<file path="config.mk">
export PLATFORM = sky130hd
export DESIGN_NAME = a2s_rx_fifo_flat
export DESIGN_NICKNAME = d
export VERILOG_FILES = /design/src/rtl/a2s_pkg.sv /design/src/rtl/a2s_rx_fifo_if.sv /design/src/rtl/cdc_sync_chain.sv /design/src/rtl/a2s_rx_fifo.sv /design/src/flat_wrapper.sv
export SDC_FILE = /design/constraint.sdc
export NUM_CORES = 1
export LEC_CHECK = 0
export CORE_AREA = 2 2 148 150
export DETAILED_ROUTE_END_ITERATION = 10
export DIE_AREA = 0 0 150 152
export PLACE_DENSITY = 0.81
export REMOVE_ABC_BUFFERS = 1
export SETUP_SLACK_MARGIN = 0.1
export SYNTH_ARGS = -nofsm -noshare
export SYNTH_HDL_FRONTEND = slang
export SYNTH_SLANG_ARGS = --single-unit
</file>
<file path="constraint.sdc">
create_clock -name CLK -period 11.55 [get_ports CLK]
set_input_delay 1.7325 -clock CLK [delete_from_list [all_inputs] [get_ports CLK]]
set_output_delay 1.7325 -clock CLK [all_outputs]
set_load 0.02 [all_outputs]
</file>
<file path="src/rtl/a2s_pkg.sv">
// rtl/a2s_pkg.sv - shared types and helpers for the async-to-sync receive path
package a2s_pkg;

    typedef enum logic {
        IDLE  = 1'b0,
        ACKED = 1'b1
    } a2s_rx_state_t;

    // Pointer width carries one extra wrap bit so full and empty are distinguishable.
    function automatic int ptr_w(input int depth);
        return $clog2(depth) + 1;
    endfunction

endpackage

</file>
<file path="src/rtl/a2s_rx_fifo_if.sv">
// rtl/a2s_rx_fifo_if.sv - handshake, stream and status bundle of the a2s receive FIFO
interface a2s_rx_fifo_if
    import a2s_pkg::*;
#(
    parameter int DW    = 64,
    parameter int DEPTH = 4,
    parameter int CNT_W = 32
) ();

    logic                      Si;
    logic [DW-1:0]             Din;
    logic                      So;
    logic [DW-1:0]             Dout;
    logic                      Dvalid;
    logic                      Dready;
    logic [ptr_w(DEPTH)-1:0]   Level;
    logic [CNT_W-1:0]          RxCount;
    logic                      ProtoErr;

    modport slave (
        input  Si, Din, Dready,
        output So, Dout, Dvalid, Level, RxCount, ProtoErr
    );

    modport master (
        output Si, Din, Dready,
        input  So, Dout, Dvalid, Level, RxCount, ProtoErr
    );

endinterface

</file>
<file path="src/rtl/cdc_sync_chain.sv">
// rtl/cdc_sync_chain.sv - reset-to-0 flop chain for a single asynchronous level
module cdc_sync_chain #(
    parameter int STAGES = 2
) (
    input  logic CLK,
    input  logic RESET,
    input  logic d,
    output logic q
);

    generate
        if (STAGES == 0) begin : g_wire
            // Source is already synchronous to CLK.
            assign q = d;
        end else begin : g_chain
            logic [STAGES-1:0] r_chain;

            always_ff @(posedge CLK) begin
                if (RESET) begin
                    r_chain <= '0;
                end else begin
                    r_chain[0] <= d;
                    for (int i = 1; i < STAGES; i++) begin
                        r_chain[i] <= r_chain[i-1];
                    end
                end
            end

            assign q = r_chain[STAGES-1];
        end
    endgenerate

endmodule

</file>
<file path="src/rtl/a2s_rx_fifo.sv">
// rtl/a2s_rx_fifo.sv - CLK-side 4-phase receive endpoint buffering words into a valid/ready FIFO
module a2s_rx_fifo
    import a2s_pkg::*;
#(
    parameter int DW          = 64,
    parameter int DEPTH       = 4,
    parameter int SYNC_STAGES = 2,
    parameter int CNT_W       = 32
) (
    input  logic          CLK,
    input  logic          RESET,
    a2s_rx_fifo_if.slave  rx
);

    localparam int PW = ptr_w(DEPTH);
    localparam int AW = PW - 1;

    logic                      w_si_s;
    logic                      r_si_d;
    a2s_rx_state_t             r_state;
    a2s_rx_state_t             w_state_nxt;

    logic [DEPTH-1:0][DW-1:0]  r_mem;
    logic [PW-1:0]             r_wr_ptr;
    logic [PW-1:0]             r_rd_ptr;
    logic [CNT_W-1:0]          r_rx_count;
    logic                      r_proto_err;

    logic                      w_empty;
    logic                      w_full;
    logic                      w_pop;
    logic                      w_accept;
    logic                      w_push;
    logic                      w_err_set;

    cdc_sync_chain #(
        .STAGES (SYNC_STAGES)
    ) u_si_sync (
        .CLK   (CLK),
        .RESET (RESET),
        .d     (rx.Si),
        .q     (w_si_s)
    );

    assign w_empty  = (r_wr_ptr == r_rd_ptr);
    assign w_full   = (r_wr_ptr[AW] != r_rd_ptr[AW]) &&
                      (r_wr_ptr[AW-1:0] == r_rd_ptr[AW-1:0]);
    assign w_pop    = !w_empty && rx.Dready;
    // A full FIFO can still take a word on the edge where its head is consumed.
    assign w_accept = !w_full || w_pop;

    always_comb begin
        w_state_nxt = r_state;
        w_push      = 1'b0;
        w_err_set   = 1'b0;
        case (r_state)
            IDLE: begin
                if (w_si_s) begin
                    if (w_accept) begin
                        w_push      = 1'b1;
                        w_state_nxt = ACKED;
                    end
                end else if (r_si_d) begin
                    // Request fell while we were still stalling it.
                    w_err_set = 1'b1;
                end
            end
            ACKED: begin
                if (!w_si_s) begin
                    w_state_nxt = IDLE;
                end
            end
            default: w_state_nxt = IDLE;
        endcase
    end

    always_ff @(posedge CLK) begin
        if (RESET) begin
            r_si_d      <= 1'b0;
            r_state     <= IDLE;
            r_wr_ptr    <= '0;
            r_rd_ptr    <= '0;
            r_rx_count  <= '0;
            r_proto_err <= 1'b0;
        end else begin
            r_si_d  <= w_si_s;
            r_state <= w_state_nxt;
            if (w_push) begin
                r_wr_ptr   <= r_wr_ptr + PW'(1);
                r_rx_count <= r_rx_count + CNT_W'(1);
            end
            if (w_pop) begin
                r_rd_ptr <= r_rd_ptr + PW'(1);
            end
            if (w_err_set) begin
                r_proto_err <= 1'b1;
            end
        end
    end

    always_ff @(posedge CLK) begin
        if (w_push) begin
            r_mem[r_wr_ptr[AW-1:0]] <= rx.Din;
        end
    end

    assign rx.So       = (r_state == ACKED);
    assign rx.Dout     = r_mem[r_rd_ptr[AW-1:0]];
    assign rx.Dvalid   = !w_empty;
    assign rx.Level    = r_wr_ptr - r_rd_ptr;
    assign rx.RxCount  = r_rx_count;
    assign rx.ProtoErr = r_proto_err;

endmodule

</file>
<file path="src/flat_wrapper.sv">
// flat-port wrapper written by rule: the top's interface ports become plain ports
module a2s_rx_fifo_flat import a2s_pkg::*;
#(
    parameter int DW          = 64,
    parameter int DEPTH       = 4,
    parameter int SYNC_STAGES = 2,
    parameter int CNT_W       = 32
)
  (CLK, RESET, rx_Si, rx_Din, rx_Dready, rx_So, rx_Dout, rx_Dvalid, rx_Level, rx_RxCount, rx_ProtoErr);
  a2s_rx_fifo_if #(.DW(DW), .DEPTH(DEPTH), .CNT_W(CNT_W)) rx_i ();
  input  logic CLK;
  input  logic RESET;
  input wire logic [$bits(rx_i.Si)-1:0] rx_Si;
  input wire logic [$bits(rx_i.Din)-1:0] rx_Din;
  input wire logic [$bits(rx_i.Dready)-1:0] rx_Dready;
  output wire logic [$bits(rx_i.So)-1:0] rx_So;
  output wire logic [$bits(rx_i.Dout)-1:0] rx_Dout;
  output wire logic [$bits(rx_i.Dvalid)-1:0] rx_Dvalid;
  output wire logic [$bits(rx_i.Level)-1:0] rx_Level;
  output wire logic [$bits(rx_i.RxCount)-1:0] rx_RxCount;
  output wire logic [$bits(rx_i.ProtoErr)-1:0] rx_ProtoErr;
  assign rx_i.Si = rx_Si;
  assign rx_i.Din = rx_Din;
  assign rx_i.Dready = rx_Dready;
  assign rx_So = rx_i.So;
  assign rx_Dout = rx_i.Dout;
  assign rx_Dvalid = rx_i.Dvalid;
  assign rx_Level = rx_i.Level;
  assign rx_RxCount = rx_i.RxCount;
  assign rx_ProtoErr = rx_i.ProtoErr;
  a2s_rx_fifo #(.DW(DW), .DEPTH(DEPTH), .SYNC_STAGES(SYNC_STAGES), .CNT_W(CNT_W)) u_core (.CLK(CLK), .RESET(RESET), .rx(rx_i));
endmodule
</file>
==> results.sh, run 1 <==
export IMPL_die_y_um=152
export IMPL_cap_violations=0
export IMPL_outcome="completed"
export IMPL_port_buffer_count=169
export IMPL_synth_warnings=0
export IMPL_finalSetupTns_ns=0
export IMPL_synth_edf_count=256
export IMPL_ys_flop_type="edfxtp_1"
export IMPL_slowest_delay_ns=0.83
export IMPL_gp_congestion=0.916
export IMPL_dr_pass1_iters=7
export IMPL_via_count=6298
export IMPL_dp_cells=1018
export IMPL_syn_cell_area_um2=11500
export IMPL_fillers=1425
export IMPL_ir_drop_mv=0.0947
export IMPL_r2r_end="u_core.r_mem[202]$_DFFE_PP_"
export IMPL_grt_pass1_wl_um=36500
export IMPL_postCtsSetupBuffers=0
export IMPL_p_per_area_nw_per_um2=160
export IMPL_holdPathStages=1
export IMPL_fin_crit_sh_pct=44.2
export IMPL_synth_seq_cells=299
export IMPL_post_cts_resized=0
export IMPL_skew_ns=0.0133
export IMPL_vias_per_cell=5.88
export IMPL_cts_buffers=29
export IMPL_final_max_slew_viol_count=0
export IMPL_clk_pin_slew_worst_paths_ns=0.06
export IMPL_fin_area_um2=14300
export IMPL_cts_root_buffer="clkbuf_16"
export IMPL_cts_sinks=299
export IMPL_tritoncts="yes"
export IMPL_wirelength_um=23400
export IMPL_antenna_cells=0
export IMPL_slew_headroom_pct=31.4
export IMPL_setup_viol=0
export IMPL_grtUsageTotal_pct=20.5
export IMPL_worstMarginPinSlew_ns=1.03
export IMPL_path_cells="buf_4 > ha_1 > fa_1 > inv_1 > clkdlybuf4s50_1"
export IMPL_initial_core_util_pct=53.7
export IMPL_clk_path_buf_depth=3
export IMPL_drc=0
export IMPL_critPathKind="reg -> out"
export IMPL_drive_gt1_share_pct=15.4
export IMPL_setup_worst_path_start="u_core.r_rd_ptr[0]$_SDFFE_PP0P_"
export IMPL_r2r_setup_slack_ns=7.58
export IMPL_wl_per_cell_um=21.8
export IMPL_fin_cells=1072
export IMPL_critPathLaunchType="flop"
export IMPL_antenna_found_initial=1
export IMPL_htreeDepth=1
export IMPL_p_leak_uw=0.00450
export IMPL_path_max_fanout=49
export IMPL_worstHoldPathType="reg -> reg"
export IMPL_syn_area_per_cell_um2=19.3
export IMPL_synth_top_area_cell="edfxtp_1"
export IMPL_dieArea_um2=22800
export IMPL_drt_initial_drc_count=431
export IMPL_first_global_vias=6712
export IMPL_cp_num_buf_inv=3
export IMPL_row_count=54
export IMPL_syn2layout_area_growth_pct=24.8
export IMPL_hold_buffers=0
export IMPL_syn_inst=594
export IMPL_critical_path_slowest_cell="buf_4"
export IMPL_cp_end_kind="output port"
export IMPL_num_io_pins=170
export IMPL_grt_overflow=0
export IMPL_crit_end="rx_Level[1]"
export IMPL_arrival_ns=3.38
export IMPL_multi_input_area_um2=2760
export IMPL_nets=846
export IMPL_antenna_left=0
export IMPL_path_delay_family="buffers and inverters"
export IMPL_synth_top_area_share_pct=67.0
export IMPL_most_common_layout_cells="256 x edfxtp_1, 169 x clkdlybuf4s50_1, 64 x mux4_2"
export IMPL_period_minus_slack_ns=5.11
export IMPL_clk_latency_ns=0.53
export IMPL_core_area_um2=21400
export IMPL_synth_cell_type_count=46
export IMPL_timing_rr_start="u_core.r_rd_ptr[0]$_SDFFE_PP0P_"
export IMPL_place_area_um2=13400
export IMPL_synth_area_leaders="edfxtp_1 67%, mux4_2 13%, dfxtp_1 7.5%"
export IMPL_dieWidth_um=150
export IMPL_grt_max_degree=69
export IMPL_fmax_mhz=196
export IMPL_async_flop_share_pct=0
export IMPL_hold_viol=0
export IMPL_worstRegToRegCells=6
export IMPL_required_ns=9.82
export IMPL_layout_commonest_cell="edfxtp_1"
export IMPL_hpwlAfterDp_um=14100
export IMPL_fin_util_pct=67.1
export IMPL_yosysSeqAreaShare_pct=74.5
export IMPL_critical_path_depth=5
export IMPL_regArea_um2=8560
export IMPL_rsz0062_at_grt="false"
==> through the flow <==
stage,power [µW],setup WS (ns),hold slack (ns)
finish,2290,6.44,0.443
global route,2360,6.17,0.463
CTS,2310,6.31,0.445
detailed placement,1410,6.91,0.442
global placement,1410,6.88,0.431
floorplan,1320,5.67,0.414
==> kinds of logic (layout without fill, tap and decap cells) <==
logic type	Yosys count	after routing	synth area share [%]
AOI/OAI and AO/OA	60	60	3.27
adders and majority gates	9	9	1.05
and+or+nand+nor	111	111	5.67
DFF	299	299	74.5
muxes	69	69	13.1
buffers and inverters	34	232	1.47
xor gates and xnor gates	12	12	0.982
==> cells in the mapped netlist (2+ instances only) <==
library cell  number
a21oi_1           24
and2_1             7
and3_1             7
and4_1             6
buf_1              3
buf_2              8
buf_4              3
buf_6              2
clkbuf_1          10
dfxtp_1           43
edfxtp_1         256
ha_1               8
inv_1              6
mux2_2             5
mux4_2            64
nand2_1           14
nand3_1           10
nand4_1           10
nor2_1            16
nor2b_1            9
nor3_1             3
nor4_1             3
o2111ai_1          3
o211ai_1           6
o21ai_0           11
o31a_1             2
o31ai_1            9
or3_1              9
or4_1             11
xnor2_1            3
xor2_1             8
==> worst min path at each step <==
stage / startpoint / endpoint / slack (ns)
after floorplan: u_core.u_si_sync.g_chain.r_chain[0]$_SDFF_PP0_ / u_core.u_si_sync.g_chain.r_chain[1]$_SDFF_PP0_ / 0.41
after global placement: u_core.u_si_sync.g_chain.r_chain[0]$_SDFF_PP0_ / u_core.u_si_sync.g_chain.r_chain[1]$_SDFF_PP0_ / 0.43
after detailed placement: u_core.u_si_sync.g_chain.r_chain[0]$_SDFF_PP0_ / u_core.u_si_sync.g_chain.r_chain[1]$_SDFF_PP0_ / 0.44
after CTS: u_core.u_si_sync.g_chain.r_chain[0]$_SDFF_PP0_ / u_core.u_si_sync.g_chain.r_chain[1]$_SDFF_PP0_ / 0.44
after global routing: u_core.u_si_sync.g_chain.r_chain[0]$_SDFF_PP0_ / u_core.u_si_sync.g_chain.r_chain[1]$_SDFF_PP0_ / 0.46
final: u_core.u_si_sync.g_chain.r_chain[0]$_SDFF_PP0_ / u_core.u_si_sync.g_chain.r_chain[1]$_SDFF_PP0_ / 0.44
==> final cells by class <==
type                    count  area share, %
clock buffers              39           5.33
clock inverters            15           1.07
inverters                   6          0.157
multi-input cells         261           19.3
flip-flops and latches    299           59.7
well taps                 280           2.45
repair buffers            172           12.0
==> report_power, final <==
group / total, µW / switching [µW] / internal, µW / leakage, µW
logic: 195 / 92.0 / 103 / 0.00140
registers: 1190 / 10.3 / 1180 / 0.00266
clock network: 905 / 375 / 530 / 0.000442
==> registers in the layout, indices dropped and copies added, names as in the netlist <==
register                          cells
u_core.rx.ProtoErr                    1
u_core.r_mem                        256
u_core.r_si_d                         1
u_core.rx.So                          1
u_core.r_rd_ptr                       3
u_core.u_si_sync.g_chain.r_chain      2
u_core.rx.RxCount                    32
u_core.r_wr_ptr                       3
==> metal layers <==
| layer | track usage (%) | vias to the layer above | part of all wire [%] |
|---|---|---|---|
| met5 | 0 | - | 0 |
| met4 | 4.85 | 0 | 1.5 |
| met3 | 3.63 | 27 | 7.5 |
| met2 | 35.4 | 267 | 51 |
| met1 | 27.5 | 3219 | 40 |
| li1 | - | 2785 | - |
Power figures use the tool's default switching activity.
==> inputs of run 2 (changes only) <==
--- a/config.mk
+++ b/config.mk
@@ -5,10 +5,10 @@
 export SDC_FILE = /design/constraint.sdc
 export NUM_CORES = 1
 export LEC_CHECK = 0
-export CORE_AREA = 2 2 148 150
+export CORE_AREA = 2 2 149 151
 export DETAILED_ROUTE_END_ITERATION = 10
-export DIE_AREA = 0 0 150 152
-export PLACE_DENSITY = 0.81
+export DIE_AREA = 0 0 151 153
+export PLACE_DENSITY = 0.8
 export REMOVE_ABC_BUFFERS = 1
 export SETUP_SLACK_MARGIN = 0.1
 export SYNTH_ARGS = -nofsm -noshare
==> constraint.sdc (replaced) <==
create_clock -name CLK -period 5.1 [get_ports CLK]
set_input_delay 0.765 -clock CLK [delete_from_list [all_inputs] [get_ports CLK]]
set_output_delay 0.765 -clock CLK [all_outputs]
set_load 0.02 [all_outputs]
==> run 2 against run 1 <==
Compared with the run above: register-to-register slack got worse by 5.6 ns; first-iteration DRC count increased by 6.7%; wire length increased by 1.3%; die area increased by 1.3%; power increased by 130%; sequential cell count unchanged; clock power increased by 130%; via count increased by 0.60%; count of clock-buffer cells in the layout increased by 1; critical path depth decreased by 2; highest routed layer is now met5.
==> results.sh, run 2 (synthesis results as in run 1) <==
export IMPL_fin_cells=1073
export IMPL_grt_overflow=0
export IMPL_antenna_left=0
export IMPL_path_max_fanout=29
export IMPL_cts_root_buffer="clkbuf_16"
export IMPL_hold_buffers=0
export IMPL_cts_buffers=29
export IMPL_p_per_area_nw_per_um2=364
export IMPL_critPathKind="reg -> out"
export IMPL_wirelength_um=23700
export IMPL_worstMarginPinSlew_ns=0.998
export IMPL_rsz0062_at_grt="false"
export IMPL_final_max_slew_viol_count=0
export IMPL_antenna_cells=0
export IMPL_layout_commonest_cell="edfxtp_1"
export IMPL_fin_crit_sh_pct=70.2
export IMPL_setup_worst_path_start="u_core.r_rd_ptr[0]$_SDFFE_PP0P_"
export IMPL_fillers=1400
export IMPL_place_ws_ns=1.76
export IMPL_clk_pin_slew_worst_paths_ns=0.06
export IMPL_worstRegToRegCells=5
export IMPL_htreeDepth=1
export IMPL_skew_ns=0.00750
export IMPL_cap_violations=0
export IMPL_row_count=54
export IMPL_critical_path_slowest_cell="mux4_2"
export IMPL_grtUsageTotal_pct=20.7
export IMPL_via_count=6336
export IMPL_p_clk_share_pct=39.8
export IMPL_drc=0
export IMPL_nets=848
export IMPL_p_leak_uw=0.00453
export IMPL_cts_sinks=299
export IMPL_postCtsSetupBuffers=0
export IMPL_p_sw_share_pct=20.6
export IMPL_num_io_pins=170
export IMPL_clk_latency_ns=0.53
export IMPL_first_global_vias=6516
export IMPL_hold_viol=0
export IMPL_post_cts_resized=0
export IMPL_fin_ws_ns=1.52
export IMPL_path_cells="buf_4 > mux4_2 > clkdlybuf4s50_1"
export IMPL_gp_congestion=0.887
export IMPL_cp_end_kind="output port"
export IMPL_vias_per_cell=5.90
export IMPL_r2r_setup_slack_ns=1.97
export IMPL_ir_drop_mv=0.207
export IMPL_wl_per_cell_um=22.0
export IMPL_required_ns=4.34
export IMPL_setup_viol=0
export IMPL_fmax_mhz=279
export IMPL_dieArea_um2=23100
export IMPL_pwr_share_comb_pct=8.6
export IMPL_critPathLaunchType="flop"
export IMPL_most_common_layout_cells="256 x edfxtp_1, 168 x clkdlybuf4s50_1, 64 x mux4_2"
export IMPL_port_buffer_count=169
export IMPL_syn2layout_area_growth_pct=25.1
export IMPL_core_area_um2=21500
export IMPL_hpwlAfterDp_um=14300
export IMPL_die_y_um=153
export IMPL_hold_start="u_core.u_si_sync.g_chain.r_chain[0]$_SDFF_PP0_"
export IMPL_holdPathStages=1
export IMPL_drive_gt1_share_pct=16.0
export IMPL_holdWs_ns=0.452
export IMPL_p_sw_uw=1080
export IMPL_grt_max_degree=65
export IMPL_tritoncts="yes"
export IMPL_p_int_uw=4150
export IMPL_period_minus_slack_ns=3.58
export IMPL_slew_headroom_pct=33.5
export IMPL_largest_reg_flops=256
export IMPL_power_frac_seq_pct=51.6
export IMPL_grt_pass1_wl_um=36900
export IMPL_dieWidth_um=151
export IMPL_antenna_found_initial=2
export IMPL_outcome="completed"
export IMPL_holdPathEnd="u_core.u_si_sync.g_chain.r_chain[1]$_SDFF_PP0_"
export IMPL_timing_rr_start="u_core.r_rd_ptr[1]$_SDFFE_PP0P_"
export IMPL_slowest_delay_ns=0.59
export IMPL_initial_core_util_pct=53.4
export IMPL_drt_initial_drc_count=460
export IMPL_worstHoldPathType="reg -> reg"
export IMPL_clk_path_buf_depth=3
export IMPL_dr_pass1_iters=5
export IMPL_arrival_ns=2.82
export IMPL_dp_cells=1020
export IMPL_r2r_end="u_core.r_mem[114]$_DFFE_PP_"
run 2: changes by cell type in the layout (fill, tap and decap cells not counted), sizes merged:
cell	before	now
clkinv	10	9
clkinvlp	1	0
clkdlybuf4s50	169	168
clkbuf	39	41
buf	3	5
run 2: worst max-delay path by stage:
stage,end,cells after the start
floorplan,u_core.r_mem[0]$_DFFE_PP_,4
global placement,u_core.r_mem[113]$_DFFE_PP_,4
detailed placement,u_core.r_mem[97]$_DFFE_PP_,4
CTS,rx_Dout[32],3
global route,rx_Dout[32],3
finish,rx_Dout[32],3
run 2: worst max-delay path, delay by kind of cell (launching register included):
kind	cells	cell delay, ns
buffers and inverters	2	1.13
muxes	1	0.59
DFF	1	0.56
run 2: power groups by stage:
stage / Sequential [µW] / Clock, µW / Combinational [µW]
6_report: 2700 / 2080 / 450
5_1_grt: 2700 / 2220 / 477
4_1_cts: 2700 / 2120 / 455
3_5_place_dp: 2750 / 0 / 451
3_3_place_gp: 2750 / 0 / 442
2_1_floorplan: 2770 / 0 / 209
run 2: per-stage QoR:
step	power (µW)	TNS (ns)	utilization, %	area, µm²
CTS	5280	0	66.8	14400
floorplan	2980	-176.61	-	11300
finish	5230	0	66.8	14400
global placement	3190	0	62.4	13400
global route	5400	0	66.8	14400
detailed placement	3200	0	62.4	13400
run 2: per-layer routing:
metal,part of all wire (%),vias up,GRT usage (%),routed length (µm)
li1,-,2793,-,-
met1,40,3214,29.1,9440
met2,49,275,33.6,11700
met3,8.1,50,4.06,1930
met4,2.4,4,5.61,558
met5,0.12,-,0,28
run 2: final cells by class:
class	count	area, µm²	share of cell area [%]
Clock inverter	13	138	0.959
Sequential cell	299	8560	59.6
Timing Repair Buffer	174	1720	12.0
Inverter	6	22.5	0.157
Tap cell	280	350	2.44
Clock buffer	40	797	5.55
Multi-Input combinational cell	261	2760	19.3
==> inputs of run 3 (changes only) <==
--- a/config.mk
+++ b/config.mk
@@ -5,10 +5,10 @@
 export SDC_FILE = /design/constraint.sdc
 export NUM_CORES = 1
 export LEC_CHECK = 0
-export CORE_AREA = 2 2 149 151
+export CORE_AREA = 2 2 157 159
 export DETAILED_ROUTE_END_ITERATION = 10
-export DIE_AREA = 0 0 151 153
-export PLACE_DENSITY = 0.8
+export DIE_AREA = 0 0 159 161
+export PLACE_DENSITY = 0.76
 export REMOVE_ABC_BUFFERS = 1
 export SETUP_SLACK_MARGIN = 0.1
 export SYNTH_ARGS = -nofsm -noshare
==> constraint.sdc (replaced) <==
create_clock -name CLK -period 3 [get_ports CLK]
set_input_delay 0.45 -clock CLK [delete_from_list [all_inputs] [get_ports CLK]]
set_output_delay 0.45 -clock CLK [all_outputs]
set_load 0.02 [all_outputs]
==> run 3 against run 2 <==
Compared with the run above: die area rose by 11%; power up 69%; largest cell class unchanged; wire length up 1.8%; final area increased by 2.2%; critical path type unchanged; highest routed layer unchanged; hold slack lost 0.012 ns; setup slack got worse by 1.3 ns; cell count up 5.7%; sequential power grew 69%.
==> results.sh, run 3 (synthesis results as in run 1) <==
export IMPL_outcome="completed"
export IMPL_fin_ws_ns=0.197
export IMPL_p_clk_share_pct=39.1
export IMPL_wl_met2_um=12200
export IMPL_antenna_left=0
export IMPL_arrival_ns=2.35
export IMPL_die_y_um=161
export IMPL_tritoncts="yes"
export IMPL_clk_latency_ns=0.53
export IMPL_finalSetupTns_ns=0
export IMPL_pwr_share_comb_pct=9.2
export IMPL_holdWs_ns=0.440
export IMPL_wl_met3_um=1760
export IMPL_cts_root_buffer="clkbuf_16"
export IMPL_final_max_slew_viol_count=0
export IMPL_cts_buffers=30
export IMPL_critPathLaunchType="flop"
export IMPL_rsz0062_at_grt="false"
export IMPL_power_frac_seq_pct=51.7
export IMPL_gp_congestion=0.888
export IMPL_clk_pin_slew_worst_paths_ns=0.06
export IMPL_wirelength_um=24100
export IMPL_hold_viol=0
export IMPL_dp_cells=1079
export IMPL_layout_commonest_cell="edfxtp_1"
export IMPL_p_sw_uw=1830
export IMPL_p_int_uw=7030
export IMPL_cp_end_kind="output port"
export IMPL_worstMarginPinSlew_ns=0.699
export IMPL_grt_max_degree=63
export IMPL_vias_per_cell=5.60
export IMPL_drive_gt1_share_pct=17.2
export IMPL_p_per_area_nw_per_um2=604
export IMPL_dr_pass1_iters=5
export IMPL_ir_drop_mv=0.337
export IMPL_worstRegToRegCells=7
export IMPL_antenna_cells=0
export IMPL_required_ns=2.55
export IMPL_worstHoldPathType="reg -> reg"
export IMPL_cp_num_buf_inv=2
export IMPL_slowest_delay_ns=0.57
export IMPL_first_global_vias=6570
export IMPL_setup_viol=0
export IMPL_drc=0
export IMPL_place_ws_ns=0.490
export IMPL_grtUsageTotal_pct=18.8
export IMPL_fin_cells=1134
export IMPL_drt_initial_drc_count=548
export IMPL_slew_headroom_pct=53.3
export IMPL_critPathKind="reg -> out"
export IMPL_initial_core_util_pct=47.9
export IMPL_antenna_found_initial=2
export IMPL_largest_reg_flops=256
export IMPL_path_delay_family="buffers and inverters"
export IMPL_top_layer="met5"
export IMPL_cap_violations=0
export IMPL_dieArea_um2=25600
export IMPL_holdPathStages=1
export IMPL_grt_pass1_wl_um=37800
export IMPL_nets=867
export IMPL_skew_ns=0.0128
export IMPL_row_count=57
export IMPL_period_minus_slack_ns=2.80
export IMPL_cts_sinks=299
export IMPL_core_area_um2=24000
export IMPL_num_io_pins=170
export IMPL_p_total_uw=8850
export IMPL_critical_path_slowest_cell="mux4_2"
export IMPL_r2r_end="u_core.rx.RxCount[18]$_SDFFE_PP0P_"
export IMPL_critical_path_depth=3
export IMPL_fin_crit_sh_pct=93.4
export IMPL_hpwlAfterDp_um=15300
export IMPL_hold_start="u_core.u_si_sync.g_chain.r_chain[0]$_SDFF_PP0_"
export IMPL_holdPathEnd="u_core.u_si_sync.g_chain.r_chain[1]$_SDFF_PP0_"
export IMPL_p_leak_uw=0.00465
export IMPL_wl_per_cell_um=21.2
export IMPL_grt_overflow=0
export IMPL_clk_path_buf_depth=3
export IMPL_most_common_layout_cells="256 x edfxtp_1, 167 x clkdlybuf4s50_1, 64 x mux4_2"
export IMPL_dieWidth_um=159
export IMPL_via_count=6355
export IMPL_path_max_fanout=20
export IMPL_path_cells="buf_12 > mux4_2 > clkdlybuf4s50_1"
export IMPL_r2r_setup_slack_ns=0.62
export IMPL_syn2layout_area_growth_pct=27.8
export IMPL_timing_rr_start="u_core.r_wr_ptr[0]$_SDFFE_PP0P_"
export IMPL_fmax_mhz=357
export IMPL_port_buffer_count=169
export IMPL_htreeDepth=1
export IMPL_p_sw_share_pct=20.6
export IMPL_wl_met1_um=9690
run 3: changes by cell type in the layout (fill, tap and decap cells not counted), sizes merged:
cell           previous run  this run
dlymetal6s2s              0         1
buf                       5        23
clkdlybuf4s50           168       167
clkinv                    9         8
dlygate4sd2               0         1
clkinvlp                  0         1
bufinv                    3         2
inv                       7         6
run 3: power by group through the flow:
stage	clock network [µW]	registers, µW	logic (µW)
floorplan	0	4710	355
global placement	0	4670	795
detailed placement	0	4670	809
CTS	3540	4570	827
global route	3700	4580	864
finish	3460	4570	814
run 3: per-layer routing:
layer	GRT usage (%)	vias to the layer above
met5	0	-
met4	4.26	4
met3	3.88	36
met2	32.8	256
met1	24.5	3231
li1	-	2828
run 3: layout make-up:
class | instances | area (µm²)
tap | 324 | 405
clock inverter | 11 | 96.3
fill | 1706 | 9300
clock buffer | 41 | 813
inverter | 6 | 22.5
timing repair buffer | 192 | 2000
sequential | 299 | 8560
multi-input combinational | 261 | 2760
run 3: worst max path at each step:
| stage | startpoint | to | slack [ns] |
|---|---|---|---|
| 2_1_floorplan | u_core.r_rd_ptr[0]$_SDFFE_PP0P_ | u_core.r_mem[0]$_DFFE_PP_ | -2.88 |
| 3_3_place_gp | rx_Dready | u_core.r_mem[151]$_DFFE_PP_ | 0.57 |
| 3_5_place_dp | rx_Dready | u_core.r_mem[151]$_DFFE_PP_ | 0.49 |
| 4_1_cts | u_core.r_wr_ptr[0]$_SDFFE_PP0P_ | rx_Level[1] | 0.12 |
| 5_1_grt | u_core.r_rd_ptr[0]$_SDFFE_PP0P_ | rx_Dout[49] | 0.12 |
| 6_report | u_core.r_rd_ptr[0]$_SDFFE_PP0P_ | rx_Dout[47] | 0.20 |
run 3: repair_timing:
item                                    4_1_cts  5_1_grt
hold buffers                                  0        0
gates resized for setup                       1        1
endpoints found under the setup margin       57        1
buffers inserted                              3        0
run 3: per-stage QoR:
step / util (%) / area [µm²]
2_1_floorplan: - / 11300
3_3_place_gp: 57.3 / 13700
3_5_place_dp: 57.3 / 13700
4_1_cts: 61.2 / 14700
5_1_grt: 61.2 / 14700
6_report: 61.2 / 14700
==> RTL edit (settings of run 2) <==
Reset style: asynchronous (`RESET`), changed in 2 clocked blocks.
--- a/src/rtl/cdc_sync_chain.sv
+++ b/src/rtl/cdc_sync_chain.sv
@@ -15,7 +15,7 @@
         end else begin : g_chain
             logic [STAGES-1:0] r_chain;
 
-            always_ff @(posedge CLK) begin
+            always_ff @(posedge CLK or posedge RESET) begin
                 if (RESET) begin
                     r_chain <= '0;
                 end else begin
--- a/src/rtl/a2s_rx_fifo.sv
+++ b/src/rtl/a2s_rx_fifo.sv
@@ -74,7 +74,7 @@
         endcase
     end
 
-    always_ff @(posedge CLK) begin
+    always_ff @(posedge CLK or posedge RESET) begin
         if (RESET) begin
             r_si_d      <= 1'b0;
             r_state     <= IDLE;
Check against the original RTL: differs if RESET is asserted again (counterexample within 4 cycles, from zero or initial values and one cycle with RESET high); with RESET held inactive, the same outputs for 10 cycles.
==> RTL edit against run 2 <==
  * Count of clock-buffer cells in the layout is 4 lower
  * Design area is 0.29% higher
  * Area after synthesis is 1.4% lower
  * Global-route usage is 2.1 points lower
  * Clock skew is 0.0046 ns higher
  * Setup slack worse by 0.12 ns
  * Sequential share of layout area is 1.3 points higher
  * Synthesized cell count is 14% lower
  * Routed wire length is 10% lower
  * Sequential cell count stayed put
  * Core utilization is 0.19 points higher
  * Critical path type unchanged
  * Largest cell class unchanged
Power is not compared: it rests on default switching activity, and its combinational part moved more than twofold at a synthesized area within 25%.
==> RTL edit: results (changes against run 2) <==
metric	value	unit	change
TritonCTS buffer count	30		+3.4%
library cells used by synthesis	35		-24%
Fillers	1379		-1.5%
NumNets Final	777		-8.4%
GRT Overall Usage	0.186		-0.0208
placed cell count	948		-7.1%
most area-consuming cells after synthesis	edfxtp_1 (68%), mux4_2 (13%), dfrtp_1 (9.5%)		
Synth async-reset ratio	0.144		+0.144
register area share after synthesis	0.774		+0.0293
clk_lat worst skew	0.54	ns	
Peak VDD IR	442	uV	
Final Non-Filler Cells	1004		-6.4%
slew at the pin closest to its max-slew limit	0.997	ns	-0.000807 ns
prevailing post-synth register cell	edfxtp_1		
wire length of the first global-routing pass	33100	um	-10%
run status	complete, no violations		
RePlAce Congestion	0.892		+0.62%
vias post-DR	5568		-12%
initial DRC count	300		-35%
YS warnings	0		unchanged
clk_skew	0.0121	ns	+0.00456 ns
initial antenna violation count	1		-1
leakage power	4.86	nW	
Synth Area per Inst	22.1	sq um	+14%
routed length per instance	21.2	um	-4.0%
vias in the first global route	6021		-7.6%
critical path's largest stage delay	0.81	ns	+0.22 ns
Root Buffer	clkbuf_16		
dpl hpwl	12700	um	-11%
Critical-path top delay cell	dfrtp_4		
share of cells above drive strength 1	0.191		+0.0305
DRT antenna net count	0		unchanged
PortBufs	169		unchanged
most frequent cells after synthesis	edfxtp_1 (256), mux4_2 (64), dfrtp_1 (43)		
Arrival @ worst endpoint	2.93	ns	+0.11 ns
CP max FO	39		+34%
clock-pin slew on the worst setup and hold paths	0.06	ns	about the same
pin count of the biggest net entering global routing	66		+1.5%
RTL edit: cell count changes after synthesis, moves of 6 or more:
cell             run 2  this run
or4_1               11         0
nand3_1             10        17
or3_1                9         0
o211ai_1             6         0
o31ai_1              9         0
o21ai_0             11         1
nor2b_1              9         0
dfxtp_1             43         0
dfrtp_1              0        43
xnor2_1              3        32
a21oi_1             24         0
nor2_1              16         5
RTL edit: routing by layer:
layer	track usage	part of all wire
met5	0	0
met4	0.0392	0.012
met3	0.0442	0.080
met2	0.307	0.49
met1	0.257	0.41
RTL edit: metrics by stage:
step / setup TNS, ns / setup WS, ns / hold slack [ns] / utilization / area (sq um)
floorplan: -145.27 / -0.589 / 0.331 / - / 11200
global placement: 0 / 1.90 / 0.338 / 0.619 / 13300
detailed placement: 0 / 1.82 / 0.340 / 0.619 / 13300
CTS: 0 / 1.33 / 0.356 / 0.670 / 14400
global route: 0 / 1.23 / 0.356 / 0.670 / 14400
finish: 0 / 1.40 / 0.353 / 0.670 / 14400
RTL edit: cell type report:
type | instances | area [sq um] | area share
flip-flops and latches | 299 | 8770 | 0.609
multi-input cells | 188 | 2420 | 0.168
repair buffers | 172 | 1730 | 0.120
clock buffers | 36 | 880 | 0.0611
well taps | 280 | 350 | 0.0243
clock inverters | 20 | 209 | 0.0145
inverters | 9 | 33.8 | 0.00235
RTL edit: final timing paths:
| path | start | to | slack [ns] | depth (start not counted) |
|---|---|---|---|---|
| worst max-delay path | u_core.r_rd_ptr[0] | rx_Dout[26] | 1.40 | 3 |
| worst min-delay path | u_core.u_si_sync.g_chain.r_chain[0] | u_core.u_si_sync.g_chain.r_chain[1] | 0.35 | 0 |
| worst max register to register | u_core.r_rd_ptr[0] | u_core.r_mem[233] | 1.98 | 4 |
| worst min register to register | u_core.u_si_sync.g_chain.r_chain[0] | u_core.u_si_sync.g_chain.r_chain[1] | 0.35 | 0 |
| max in group asynchronous | RESET | u_core.r_rd_ptr[0] | 4.03 | 3 |
| min in group asynchronous | RESET | u_core.rx.So | 0.67 | 3 |
RTL edit: power groups by stage:
stage | clock (mW) | combinational [mW] | sequential, mW
global placement | 0 | 2.50 | 3.22
floorplan | 0 | 1.37 | 3.32
CTS | 2.35 | 2.55 | 3.20
detailed placement | 0 | 2.54 | 3.25
finish | 2.29 | 2.51 | 3.19
global route | 2.44 | 2.66 | 3.23
RTL edit: cells by family (layout without fill, tap and decap cells):
kind of cell / count (synthesis) / in the layout / synth area share
flip-flops: 299 / 299 / 0.774
AND/OR/NAND/NOR: 69 / 69 / 0.0375
multiplexers: 66 / 66 / 0.129
XOR/XNOR: 38 / 38 / 0.0301
buffers and inverters: 26 / 237 / 0.0125
adder cells (fa/ha/maj): 9 / 9 / 0.0106
AO/OA/AOI/OAI: 6 / 6 / 0.00564
